==> src/rtl/chan_regf.sv <==
// chan_regf: multi-channel register file behind a 32-bit single-cycle bus.
// Each channel has four words: CTRL, STAT (sticky W1C irq), RX (core-driven)
// and TX (bus-written). Reads are registered with a one-cycle latency.
// Illegal accesses raise an error pulse and have no side effect.

module chan_regf #(
   parameter int chan_p  = 4,
   parameter int width_p = 8
) (
   input  logic                       main_clk_i,
   input  logic                       main_rst_an_i,
   input  logic                       mem_ena_i,
   input  logic [12:0]                mem_addr_i,
   input  logic                       mem_wena_i,
   input  logic [31:0]                mem_wdata_i,
   output logic [31:0]                mem_rdata_o,
   output logic                       mem_rvld_o,
   output logic                       mem_err_o,
   output logic [chan_p-1:0]          ctrl_ena_o,
   input  logic [chan_p-1:0]          busy_i,
   input  logic [chan_p-1:0]          irq_set_i,
   output logic                       irq_o,
   input  logic [chan_p*width_p-1:0]  rx_data_i,
   output logic [chan_p*width_p-1:0]  tx_data_o,
   output logic [chan_p-1:0]          tx_upd_o
);

   // Word offset inside a channel's 16-byte window.
   typedef enum logic [1:0] {
      WORD_CTRL = 2'd0,
      WORD_STAT = 2'd1,
      WORD_RX   = 2'd2,
      WORD_TX   = 2'd3
   } word_e;

   localparam logic [8:0] CHAN_CNT = 9'(chan_p);

   // Address decode
   logic [8:0] ch_idx;
   word_e      word;
   logic       addr_unaligned;
   logic       chan_bad;
   logic       wr_ro;
   logic       acc_err;
   logic       wr_ok;
   logic       rd_ok;

   assign ch_idx         = mem_addr_i[12:4];
   assign word           = word_e'(mem_addr_i[3:2]);
   assign addr_unaligned = |mem_addr_i[1:0];
   assign chan_bad       = (ch_idx >= CHAN_CNT);
   assign wr_ro          = mem_wena_i && (word == WORD_RX);
   assign acc_err        = addr_unaligned | chan_bad | wr_ro;
   assign wr_ok          = mem_ena_i & mem_wena_i & ~acc_err;
   assign rd_ok          = mem_ena_i & ~mem_wena_i & ~acc_err;

   // Register state
   logic [chan_p-1:0]         ena_q;
   logic [chan_p-1:0]         irq_en_q;
   logic [chan_p-1:0]         irq_q;
   logic [chan_p*width_p-1:0] tx_q;
   logic [chan_p-1:0]         tx_upd_q;

   // Read pipeline state
   logic [31:0] rdata_q;
   logic        rvld_q;
   logic        err_q;

   // Per-channel write strobes and the combinational read mux result
   logic [chan_p-1:0] ctrl_we;
   logic [chan_p-1:0] stat_we;
   logic [chan_p-1:0] tx_we;
   logic [chan_p-1:0] irq_clr;
   logic [31:0]       rd_data;

   // Upper write-data bits beyond the implemented fields are intentionally ignored.
   logic unused_wdata;
   assign unused_wdata = ^mem_wdata_i;

   // Decode a legal write into one strobe per channel and word.
   always_comb begin
      // NOTE: every always_comb output gets a default first, so no path can
      // leave it unassigned and infer a latch.
      ctrl_we = '0;
      stat_we = '0;
      tx_we   = '0;
      for (int c = 0; c < chan_p; c++) begin
         if (wr_ok && (ch_idx == 9'(c))) begin
            case (word)
               WORD_CTRL: ctrl_we[c] = 1'b1;
               WORD_STAT: stat_we[c] = 1'b1;
               WORD_TX:   tx_we[c]   = 1'b1;
               default:   ;
            endcase
         end
      end
   end

   // W1C clear request per channel; only bit 0 of the write data clears.
   assign irq_clr = stat_we & {chan_p{mem_wdata_i[0]}};

   // Select the addressed word for a read; unused bits stay zero.
   always_comb begin
      rd_data = '0;
      for (int c = 0; c < chan_p; c++) begin
         if (ch_idx == 9'(c)) begin
            case (word)
               WORD_CTRL: rd_data[2:0]         = {busy_i[c], irq_en_q[c], ena_q[c]};
               WORD_STAT: rd_data[0]           = irq_q[c];
               WORD_RX:   rd_data[width_p-1:0] = rx_data_i[c*width_p +: width_p];
               WORD_TX:   rd_data[width_p-1:0] = tx_q[c*width_p +: width_p];
               default:   ;
            endcase
         end
      end
   end

   // Channel registers: CTRL fields, sticky irq, TX data and TX update strobe.
   always_ff @(posedge main_clk_i or negedge main_rst_an_i) begin
      // NOTE: every flop here is reset asynchronously; there is no storage array
      // left uninitialised, so outputs are defined from the first reset onward.
      if (!main_rst_an_i) begin
         ena_q    <= '0;
         irq_en_q <= '0;
         irq_q    <= '0;
         tx_q     <= '0;
         tx_upd_q <= '0;
      end else begin
         // NOTE: state is updated with non-blocking assignments so every flop
         // samples values from before this edge, regardless of statement order.
         for (int c = 0; c < chan_p; c++) begin
            if (ctrl_we[c]) begin
               ena_q[c]    <= mem_wdata_i[0];
               irq_en_q[c] <= mem_wdata_i[1];
            end
            if (tx_we[c]) begin
               tx_q[c*width_p +: width_p] <= mem_wdata_i[width_p-1:0];
            end
         end
         // A set event in the same cycle as a clear wins.
         irq_q    <= irq_set_i | (irq_q & ~irq_clr);
         tx_upd_q <= tx_we;
      end
   end

   // Registered read response and error pulse, one cycle after the request.
   always_ff @(posedge main_clk_i or negedge main_rst_an_i) begin
      if (!main_rst_an_i) begin
         rdata_q <= '0;
         rvld_q  <= 1'b0;
         err_q   <= 1'b0;
      end else begin
         rvld_q  <= mem_ena_i & ~mem_wena_i;
         err_q   <= mem_ena_i & acc_err;
         rdata_q <= rd_ok ? rd_data : 32'h0;
      end
   end

   assign mem_rdata_o = rdata_q;
   assign mem_rvld_o  = rvld_q;
   assign mem_err_o   = err_q;
   assign ctrl_ena_o  = ena_q;
   assign tx_data_o   = tx_q;
   assign tx_upd_o    = tx_upd_q;
   assign irq_o       = |(irq_q & irq_en_q);

endmodule

==> config.mk <==
export PLATFORM = sky130hd
export DESIGN_NAME = chan_regf
export DESIGN_NICKNAME = d
export VERILOG_FILES = /design/src/rtl/chan_regf.sv
export SDC_FILE = /design/constraint.sdc
export NUM_CORES = 1
export LEC_CHECK = 0
export ABC_AREA = 1
export ABC_CLOCK_PERIOD_IN_PS = 1000
export BUFFER_PORTS_ARGS = -buffer_cell sky130_fd_sc_hd__buf_2
export CAP_MARGIN = 40
export CORE_MARGIN = 3
export CORE_UTILIZATION = 39
export CTS_CLUSTER_DIAMETER = 80
export DETAILED_ROUTE_END_ITERATION = 10
export HOLD_SLACK_MARGIN = 0.03
export PLACE_DENSITY = 0.81
export SETUP_SLACK_MARGIN = 0.4
export SLEW_MARGIN = 10
export SYNTH_ARGS = -nofsm -noshare
export SYNTH_HDL_FRONTEND = slang
export SYNTH_SLANG_ARGS = --single-unit
==> constraint.sdc <==
create_clock -name main_clk_i -period 1 [get_ports main_clk_i]
set_input_delay 0.25 -clock main_clk_i [delete_from_list [all_inputs] [get_ports main_clk_i]]
set_output_delay 0.25 -clock main_clk_i [all_outputs]
set_load 0.1 [all_outputs]
# Word level (Yosys, flattened, before mapping)
# Cells that the tools add are included.
# word_totals
register_bits	58
input_bits	89
output_inout_bits	75
wordCells	79
# classes
n_lt_le_gt_ge	1
eq_ne	6
muxes	32
n_bitwise	14
reduce_logical	9
# ops
op	count
$mux 8	5
$pmux 5 s2	4
$pmux 2 s3	4
$eq 9x2->1 const B	2
$pmux 1 s4	4
$mux 1	15
$and 4x4->4	3
$eq 9x1->1 const B	1
$ge 9x3->1 const B	1
$logic_not 9->1	1
$and 1x1->1	5
$logic_and 1x1->1	5
$eq 2x2->1 const B	2
$not 4->4	1
$or 4x4->4	1
$reduce_or 4->1	1
$eq 2x1->1 const B	1
$logic_not 2->1	1
$not 1->1	2
$or 1x1->1	2
$reduce_or 2->1	1

# Logic depth before layout (Yosys ltp)
# Gate-level depths: netlist of the first run.
# logic_depth
ltp_word	11
depth_mapped	11
depth_no_buf	10

# Worst setup path before layout of the first run
# Ideal clock, no wire load.
# synth_timing
path_kind	register to output
startpoint	register irq_en_q[1]
endpoint	output port irq_o
t_arrival_ps	2479
required_ps	750
path_slack_ps	-1729
stages_incl_launch_ff	3
n_path_buf	0
path_cell_list	dfrtp_1 inv_1 o21ai_0
# synth_between
elab_chain_len	2
# synth_lines
item	line_no	source
from (decl)	59	logic [chan_p-1:0] irq_en_q;
from (signal, indexed assignment)	134	irq_en_q[c] <= mem_wdata_i[1];
$and 4x4->4	165	assign irq_o = |(irq_q & irq_en_q);
$reduce_or 4->1	165	
to (decl)	22	output logic irq_o,
# No other way between the ends.

# Worst setup path after layout of the first run
# layout_timing
startpoint	register irq_en_q[2]
endpoint	output port irq_o
# Same word-level chain as after synthesis.

==> results.txt, run 1 <==
----------------------------------------------------
[Synth]
  Post-synthesis mux area share ... 0%
  Post-synthesis share of cell area spent on full adders, half adders and majority gates ... 0%
  Number of synthesized register bits ... 58
  Count of flip-flops with a built-in enable after synthesis ... 0
  Syn Inst Count ... 447
  Synth Cell Area ... 3480 um^2
  Area share of and/or/nand/nor cells after synthesis ... 32.5%
  Xor-xnor portion of the synthesized cell area ... 0%
  Mean area per synthesized cell ... 7.79 um^2
  Asr flop ratio synth ... 100%
  Combinational family with the most area after synthesis ... simple AND/OR/NAND/NOR gates
  Synth Flop Type ... sky130_fd_sc_hd__dfrtp_1
  Number of distinct library cell variants in the gate-level netlist after synthesis ... 35
  Synthesized-area fraction occupied by ao, oa, aoi and oai cells ... a little over an eighth
  Total of warnings raised by yosys ... 0
  Part of the Yosys area used for sequential elements ... 41.7%

[Clocking]
  Later-pin clock latency in the skew report ... 0.36 ns
  Clock Tree Buf Depth ... 2
  Clk slew on worst S/H paths ... 0.07 ns
  Clk sinks ... 58
  Clock tree from TritonCTS ... built
  Number of buffers inserted during clock tree synthesis ... 9
  H-tree level count ... 3
  CTS root buffer ... sky130_fd_sc_hd__clkbuf_8

[STA]
  Peak Freq ... around 630 MHz
  Clock skew ... 0.0122 ns
  Period utilisation layout ... 158%
  Min cycle time layout ... 1.58 ns
  Minimum hold slack ... -0.125 ns
  Final TNS setup ... -30.40 ns
  Final count of hold timing violations ... 58
  Pins over their slew limit ... 0
  Final Worst Setup Slack ... -0.577 ns
  RSZ-0062 raised after global routing ... yes
  Setup-violating endpoint count in the final report ... 107

[Setup path]
  Setup slack of the worst register-to-register path ... -0.29 ns
  Worst Setup Path Type ... flip-flop to output pin
  Biggest fanout along the worst timing path ... 2
  Cell type of the slowest stage on the worst timing path ... sky130_fd_sc_hd__dfrtp_1
  Max stage delay on crit path ... 0.40 ns
  Endpoint of the worst register-to-register path ... mem_rdata_o[0]$_DFF_PN0_
  Worst setup path startpoint ... irq_en_q[2]$_DFFE_PN0P_
  Critical Path Start Type ... flip-flop
  Depth of the worst register-to-register path ... 9
  Element type at the critical path end ... output pin
  Signal arrival time at the worst endpoint ... approximately 1.3 ns
  RR Startpoint ... irq_q[0]$_DFF_PN0_
  Data required, critical path ... 0.75 ns
  Ordered cell list for the critical path ... inv_2, o22ai_2, a21oi_2, o21ai_4, buf_12

[Final layout]
  Ratio of cells with drive above 1 in the final layout ... 65.8%
  Finished layout cell area ... 6860 um^2
  Synthesis-to-layout area growth ... 97.1%
  NumNets Final ... 763
  Diodes inserted ... 0

[Floorplan]
  Starting Density ... 41.3%
  IO Count ... 164
  Overall die area ... approximately 10000 um^2
  Cell row count ... 33
  Core area ... 8420 um^2
  Die span in y ... 100 um
  Die W ... 100 um

[Job]
  Total of max-cap violations ... 0

[Min path]
  Tightest Hold Check Type ... input pin to async pin

[Global route]
  Number of antenna violations at the first check in global routing ... 0
  Pin count of the biggest net entering global routing ... 59
  Aggregate global routing overflow ... 0
  Wire length of the first global-routing pass ... between 20000 and 25000 um
  Overall global routing resource usage ... 27.4%
  Via count of the first global-routing pass ... 4181

[Route]
  DR WL/cell ... 19.1 um
  Routed via count ... between 4000 and 5000
  Detailed Route WL ... 15000 um
  Post-detailed-route DRC marker count ... 0
  Via/cell ratio ... around 5.4
  Post-detailed-route count of antenna-violating nets ... 0
  Detailed Route Iter0 Violations ... 298
  Pre-antenna DRT Iters ... 5

[Status]
  Result of the run ... finished, violations left
  Violated checks ... negative hold slack, negative setup slack

[Place]
  Minimum setup slack after placement ... -0.635 ns
  Weighted congestion at the end of routability-driven global placement ... 0.921
  Buffers added on ports ... 115
  Placed Instance Area ... 5530 um^2
  Post-detailed-placement half-perimeter wirelength ... 9290 um

[Power and ir drop]
  Power density over the cells ... 919 nW/um^2
  Worst supply voltage drop on vdd ... 0.000817 V
  Pleak ... roughly 3.1 nW

----------------------------------------------------
-- layout by cell type (no fill, tap or decap), types with 3 or more instances in the layout --
master	n
sky130_fd_sc_hd__buf_12	58
sky130_fd_sc_hd__conb_1	24
sky130_fd_sc_hd__nand2_1	105
sky130_fd_sc_hd__o21bai_1	3
sky130_fd_sc_hd__buf_2	60
sky130_fd_sc_hd__nand2_8	6
sky130_fd_sc_hd__inv_1	29
sky130_fd_sc_hd__nor2_4	13
sky130_fd_sc_hd__bufinv_16	3
sky130_fd_sc_hd__inv_2	8
sky130_fd_sc_hd__buf_4	73
sky130_fd_sc_hd__o21ai_2	26
sky130_fd_sc_hd__nand3_1	24
sky130_fd_sc_hd__a21oi_2	9
sky130_fd_sc_hd__o21ai_1	15
sky130_fd_sc_hd__dfrtp_1	8
sky130_fd_sc_hd__nand2_2	37
sky130_fd_sc_hd__clkbuf_8	11
sky130_fd_sc_hd__nor2_1	9
sky130_fd_sc_hd__dfrtp_4	50
sky130_fd_sc_hd__o22ai_1	6
sky130_fd_sc_hd__nor2_2	8
sky130_fd_sc_hd__nand3_2	10
sky130_fd_sc_hd__buf_6	35
sky130_fd_sc_hd__nand2_4	23
-- worst max-delay path by stage --
stage,end,slack [ns],cells past startpoint
after detailed placement,tx_data_o[21]$_DFFE_PN0P_,-0.63,8
after global placement,tx_data_o[7]$_DFFE_PN0P_,-0.58,8
after CTS,irq_o,-0.57,5
final,irq_o,-0.58,5
after global routing,irq_o,-0.62,5
after floorplan,tx_data_o[7]$_DFFE_PN0P_,-0.41,8
-- layer usage --
layer	global-route usage (%)	up-vias	wire, um
met4	10.9	0	537
met2	48.8	240	7930
met3	5.19	60	1090
li1	-	1847	-
met5	0	-	0
met1	32.4	2051	5400
-- where the power goes --
group / switching [mW] / leakage, nW / internal [mW] / total (mW)
clock: 1.02 / 0.123 / 1.79 / 2.82
sequential: 0.00350 / 0.687 / 2.35 / 2.35
combinational: 0.839 / 2.30 / 0.300 / 1.14
-- worst max-delay path, delay by kind of cell (launching register included) --
family	cells	cell delay, ns
AOI/OAI and AO/OA	3	0.32
buffers and inverters	2	0.26
DFF	1	0.40
-- cell usage after synthesis (5+ instances only) --
cell type / n / area [um^2]
sky130_fd_sc_hd__nand3_1: 34 / 170
sky130_fd_sc_hd__o21ai_1: 14 / 70.1
sky130_fd_sc_hd__inv_1: 34 / 128
sky130_fd_sc_hd__o22ai_1: 7 / 43.8
sky130_fd_sc_hd__nor2_1: 20 / 75.1
sky130_fd_sc_hd__nor2_4: 8 / 90.1
sky130_fd_sc_hd__nand2_1: 161 / 604
sky130_fd_sc_hd__o21ai_2: 18 / 158
sky130_fd_sc_hd__o21ai_0: 12 / 60.1
sky130_fd_sc_hd__buf_6: 5 / 56.3
sky130_fd_sc_hd__a21oi_1: 11 / 55.1
sky130_fd_sc_hd__buf_4: 26 / 195
sky130_fd_sc_hd__dfrtp_1: 58 / 1450
sky130_fd_sc_hd__buf_2: 5 / 25.0
-- metrics by stage --
step | power, mW | instances | utilization (%) | hold slack [ns]
global route | 6.46 | 784 | 81.4 | -0.0914
floorplan | 3.15 | 470 | - | -0.0456
CTS | 6.23 | 774 | 76.6 | -0.101
detailed placement | 3.43 | 713 | 65.6 | 0.275
finish | 6.31 | 784 | 81.4 | -0.125
global placement | 3.42 | 713 | 65.6 | 0.273
-- final cells by class --
class,count,area [um^2]
repair buffers,226,2400
multi-input cells,340,2270
flip-flops and latches,58,1640
fillers,483,1560
inverters,39,161
clock buffers,12,155
well taps,105,131
clock inverters,4,97.6
-- cell families (layout without fill, tap and decap cells) --
group,Yosys count,count (layout)
AO/OA/AOI/OAI,71,71
other,1,24
flip-flops,58,58
buffers and inverters,76,281
AND/OR/NAND/NOR,241,245
-- what timing repair did --
action,4_1_cts,5_1_grt
pin swaps,27,32
hold endpoints to repair,58,58
gates resized for setup,87,82
setup buffers,43,8
setup endpoints to repair,108,108
cloned,2,2
-- flip-flops by register name, summed over array words and instances, names as in the netlist --
register	count
tx_data_o	32
mem_rdata_o	8
ctrl_ena_o	4
irq_en_q	4
irq_q	4
tx_upd_o	4
mem_err_o	1
mem_rvld_o	1
Note: power is estimated with default switching activity, not from simulation.
==> run 2: changes to the inputs <==
Settings changed: ABC_AREA 1 to unset.
==> results.txt, run 2 <==
----------------------------------------------------
[Setup path]
  Signal arrival time at the worst endpoint ... just over 2 ns
  Ordered cell list for the critical path ... buf_6, or4_4, nor3b_4, and4_4, buf_12, nand2_8, mux2_4
  Data required, critical path ... about 1.2 ns
  Biggest fanout along the worst timing path ... 8
  Dominant delay contributor by cell family on the critical path ... simple AND/OR/NAND/NOR gates
  Cell type of the slowest stage on the worst timing path ... sky130_fd_sc_hd__or4_4
  RR Startpoint ... ctrl_ena_o[0]$_DFFE_PN0P_
  Max stage delay on crit path ... between 0.5 and 0.6 ns
  Worst setup path startpoint ... mem_addr_i[9]
  Element type at the critical path end ... flip-flop
  Critical Path Start Type ... input pin
  Buffer and inverter count on the worst path ... 2
  Worst Setup Path Type ... input pin to flip-flop

[Power and ir drop]
  Overall power of the completed layout ... 5.45 mW
  Worst supply voltage drop on vdd ... 0.000671 V
  Internal power component ... around 3.6 mW
  Clk pwr share ... 36.5%
  Power density over the cells ... 878 nW/um^2
  Pleak ... 2.84 nW
  Sequential share of power ... between 40 and 50%
  Proportion of total power due to net switching ... around a third
  Switching power of the nets ... 1.89 mW
  Relative contribution of combinational cells to total power ... between 20% and 30%

[Synth]
  Number of distinct library cell variants in the gate-level netlist after synthesis ... 44
  Syn Inst Count ... 267
  Top-area cell type share of the netlist area ... 43.7%
  Synth Flop Type ... sky130_fd_sc_hd__dfrtp_1
  Total of warnings raised by yosys ... 0
  Number of synthesized register bits ... 58
  Mean area per synthesized cell ... 12.4 um^2
  Commonest cells in the synthesized netlist ... sky130_fd_sc_hd__dfrtp_1 (58), sky130_fd_sc_hd__buf_4 (26), sky130_fd_sc_hd__mux2_4 (24), sky130_fd_sc_hd__mux2_2 (20), sky130_fd_sc_hd__nand2_1 (19)
  Dominant cells by area after synthesis ... sky130_fd_sc_hd__dfrtp_1 (44%), sky130_fd_sc_hd__mux2_4 (11%), sky130_fd_sc_hd__mux2_2 (6.8%)
  Area share of and/or/nand/nor cells after synthesis ... about an eighth
  Post-synthesis share of cell area spent on full adders, half adders and majority gates ... 0%
  Asr flop ratio synth ... 100%
  Synthesized-area fraction occupied by ao, oa, aoi and oai cells ... slightly below 8%
  Count of flip-flops with a built-in enable after synthesis ... 0
  Part of the Yosys area used for sequential elements ... 43.7%
  Post-synthesis mux area share ... approximately 28%
  Cell taking the most area after synthesis ... sky130_fd_sc_hd__dfrtp_1
  Most frequently used cell type in the post-synthesis netlist ... sky130_fd_sc_hd__dfrtp_1
  Xor-xnor portion of the synthesized cell area ... 0%
  Synth Cell Area ... 3320 um^2
  Combinational family with the most area after synthesis ... multiplexers

[Clocking]
  Later-pin clock latency in the skew report ... 0.36 ns
  Clock tree from TritonCTS ... built
  Clock Tree Buf Depth ... 2
  Clk sinks ... 58
  Number of buffers inserted during clock tree synthesis ... 9
  CTS root buffer ... sky130_fd_sc_hd__clkbuf_8
  Clk slew on worst S/H paths ... 0.07 ns
  H-tree level count ... 3

[Route]
  Detailed Route Iter0 Violations ... 301
  Post-detailed-route count of antenna-violating nets ... 0
  DR WL/cell ... 22.4 um
  Detailed Route WL ... 13500 um
  Post-detailed-route DRC marker count ... 0
  Routed via count ... 3363
  Via/cell ratio ... approximately 5.6
  Pre-antenna DRT Iters ... 5

[Floorplan]
  Die W ... 98.3 um
  Core area ... 8260 um^2
  IO Count ... approximately 160
  Die span in y ... 98.3 um
  Starting Density ... 40.2%
  Cell row count ... 33
  Overall die area ... 9660 um^2

[Final layout]
  Diodes inserted ... 0
  Most common cell after layout, fill and taps aside ... sky130_fd_sc_hd__buf_4
  Final-layout fill cell count ... 457
  Layout Utilization ... 75.2%
  Leading cell types in the layout, fill and taps excluded ... sky130_fd_sc_hd__buf_4 (68), sky130_fd_sc_hd__buf_2 (63), sky130_fd_sc_hd__buf_12 (54)
  NumNets Final ... 582
  Fin cells ... 603
  Synthesis-to-layout area growth ... 86.8%
  Ratio of cells with drive above 1 in the final layout ... 76.3%
  Reg area ... between 1500 and 2000 um^2
  Multi-input logic area ... 1880 um^2
  Flip-flop count of the largest register, all copies and words added ... 32

[Status]
  Result of the run ... finished, violations left
  Violated checks ... negative hold slack, negative setup slack

[STA]
  Min cycle time layout ... 1.79 ns
  Rel. slew slack ... 62.7%
  Final count of hold timing violations ... 58
  Period utilisation layout ... 179%
  Clock skew ... 0.0204 ns
  Final Worst Setup Slack ... -0.790 ns
  Setup-violating endpoint count in the final report ... 108
  Peak Freq ... 559 MHz
  Slew at the pin closest to its max-slew limit ... approximately 0.56 ns
  Minimum hold slack ... -0.269 ns
  Final TNS setup ... -56.28 ns
  Pins over their slew limit ... 0
  RSZ-0062 raised after global routing ... yes

[Place]
  Buffers added on ports ... 115
  Post-detailed-placement half-perimeter wirelength ... 8790 um
  Weighted congestion at the end of routability-driven global placement ... 0.937
  Total placed cells including tap cells ... 557

[Min path]
  Tightest Hold Check Type ... input pin to async pin

[Global route]
  Aggregate global routing overflow ... 0
  Wire length of the first global-routing pass ... 19900 um
  Number of antenna violations at the first check in global routing ... 0
  Overall global routing resource usage ... 26.8%
  Pin count of the biggest net entering global routing ... 29
  Via count of the first global-routing pass ... 3603

[Job]
  Total of max-cap violations ... 0

----------------------------------------------------
## run 2: final cells by class
cell class	count	share of cell area [%]
sequential	58	26.4
inverter	6	0.363
clock buffer	9	2.00
clock inverter	7	0.746
tap	105	2.12
timing repair buffer	225	38.0
multi-input combinational	193	30.3
## run 2: through the flow
stage	area [um^2]	hold WS (ns)	setup WS (ns)
2_1_floorplan	3620	-0.0456	-0.897
3_3_place_gp	5480	0.102	-1.04
3_5_place_dp	5480	0.101	-1.12
4_1_cts	6050	-0.281	-0.703
5_1_grt	6210	-0.278	-0.815
6_report	6210	-0.269	-0.790
## run 2: timing repair
| action | CTS | global route |
|---|---|---|
| resized for setup | 55 | 26 |
| pin swaps | 14 | 6 |
| endpoints found under the hold margin | 58 | 58 |
| cloned | 1 | 0 |
| setup buffers | 23 | 6 |
| setup endpoints to repair | 108 | 109 |
## run 2: path summary, 6_finish.rpt
path                                              to  slack (ns)  cells after the start
max                         tx_data_o[6]$_DFFE_PN0P_       -0.79                      7
min                        tx_data_o[10]$_DFFE_PN0P_       -0.27                      1
max reg2reg                 mem_rdata_o[0]$_DFF_PN0_       -0.54                      5
min reg2reg                       irq_q[3]$_DFF_PN0_        0.55                      1
max in group asynchronous  tx_data_o[17]$_DFFE_PN0P_        0.84                      2
min in group main_clk_i           irq_q[0]$_DFF_PN0_        0.08                      2
## run 2: logic make-up after synthesis
family                 count (synthesis)
AND/OR/NAND/NOR                       61
multiplexers                          68
other                                  1
buffers and inverters                 40
flip-flops                            58
AO/OA/AOI/OAI                         39
## run 2: per-layer routing
layer,GRT usage (%),routed length [um],vias to the layer above
met4,14.1,752,0
met1,31.6,4970,1639
met5,0,0,-
met2,44.5,6670,258
met3,7.43,1130,83
li1,-,-,1383
## run 2: power groups by stage
stage	Clock (mW)	Combinational [mW]	Sequential, mW
finish	1.99	1.11	2.35
global route	2.10	1.14	2.35
CTS	1.98	1.06	2.35
detailed placement	0	1.04	2.41
global placement	0	1.01	2.41
floorplan	0	0.681	2.44
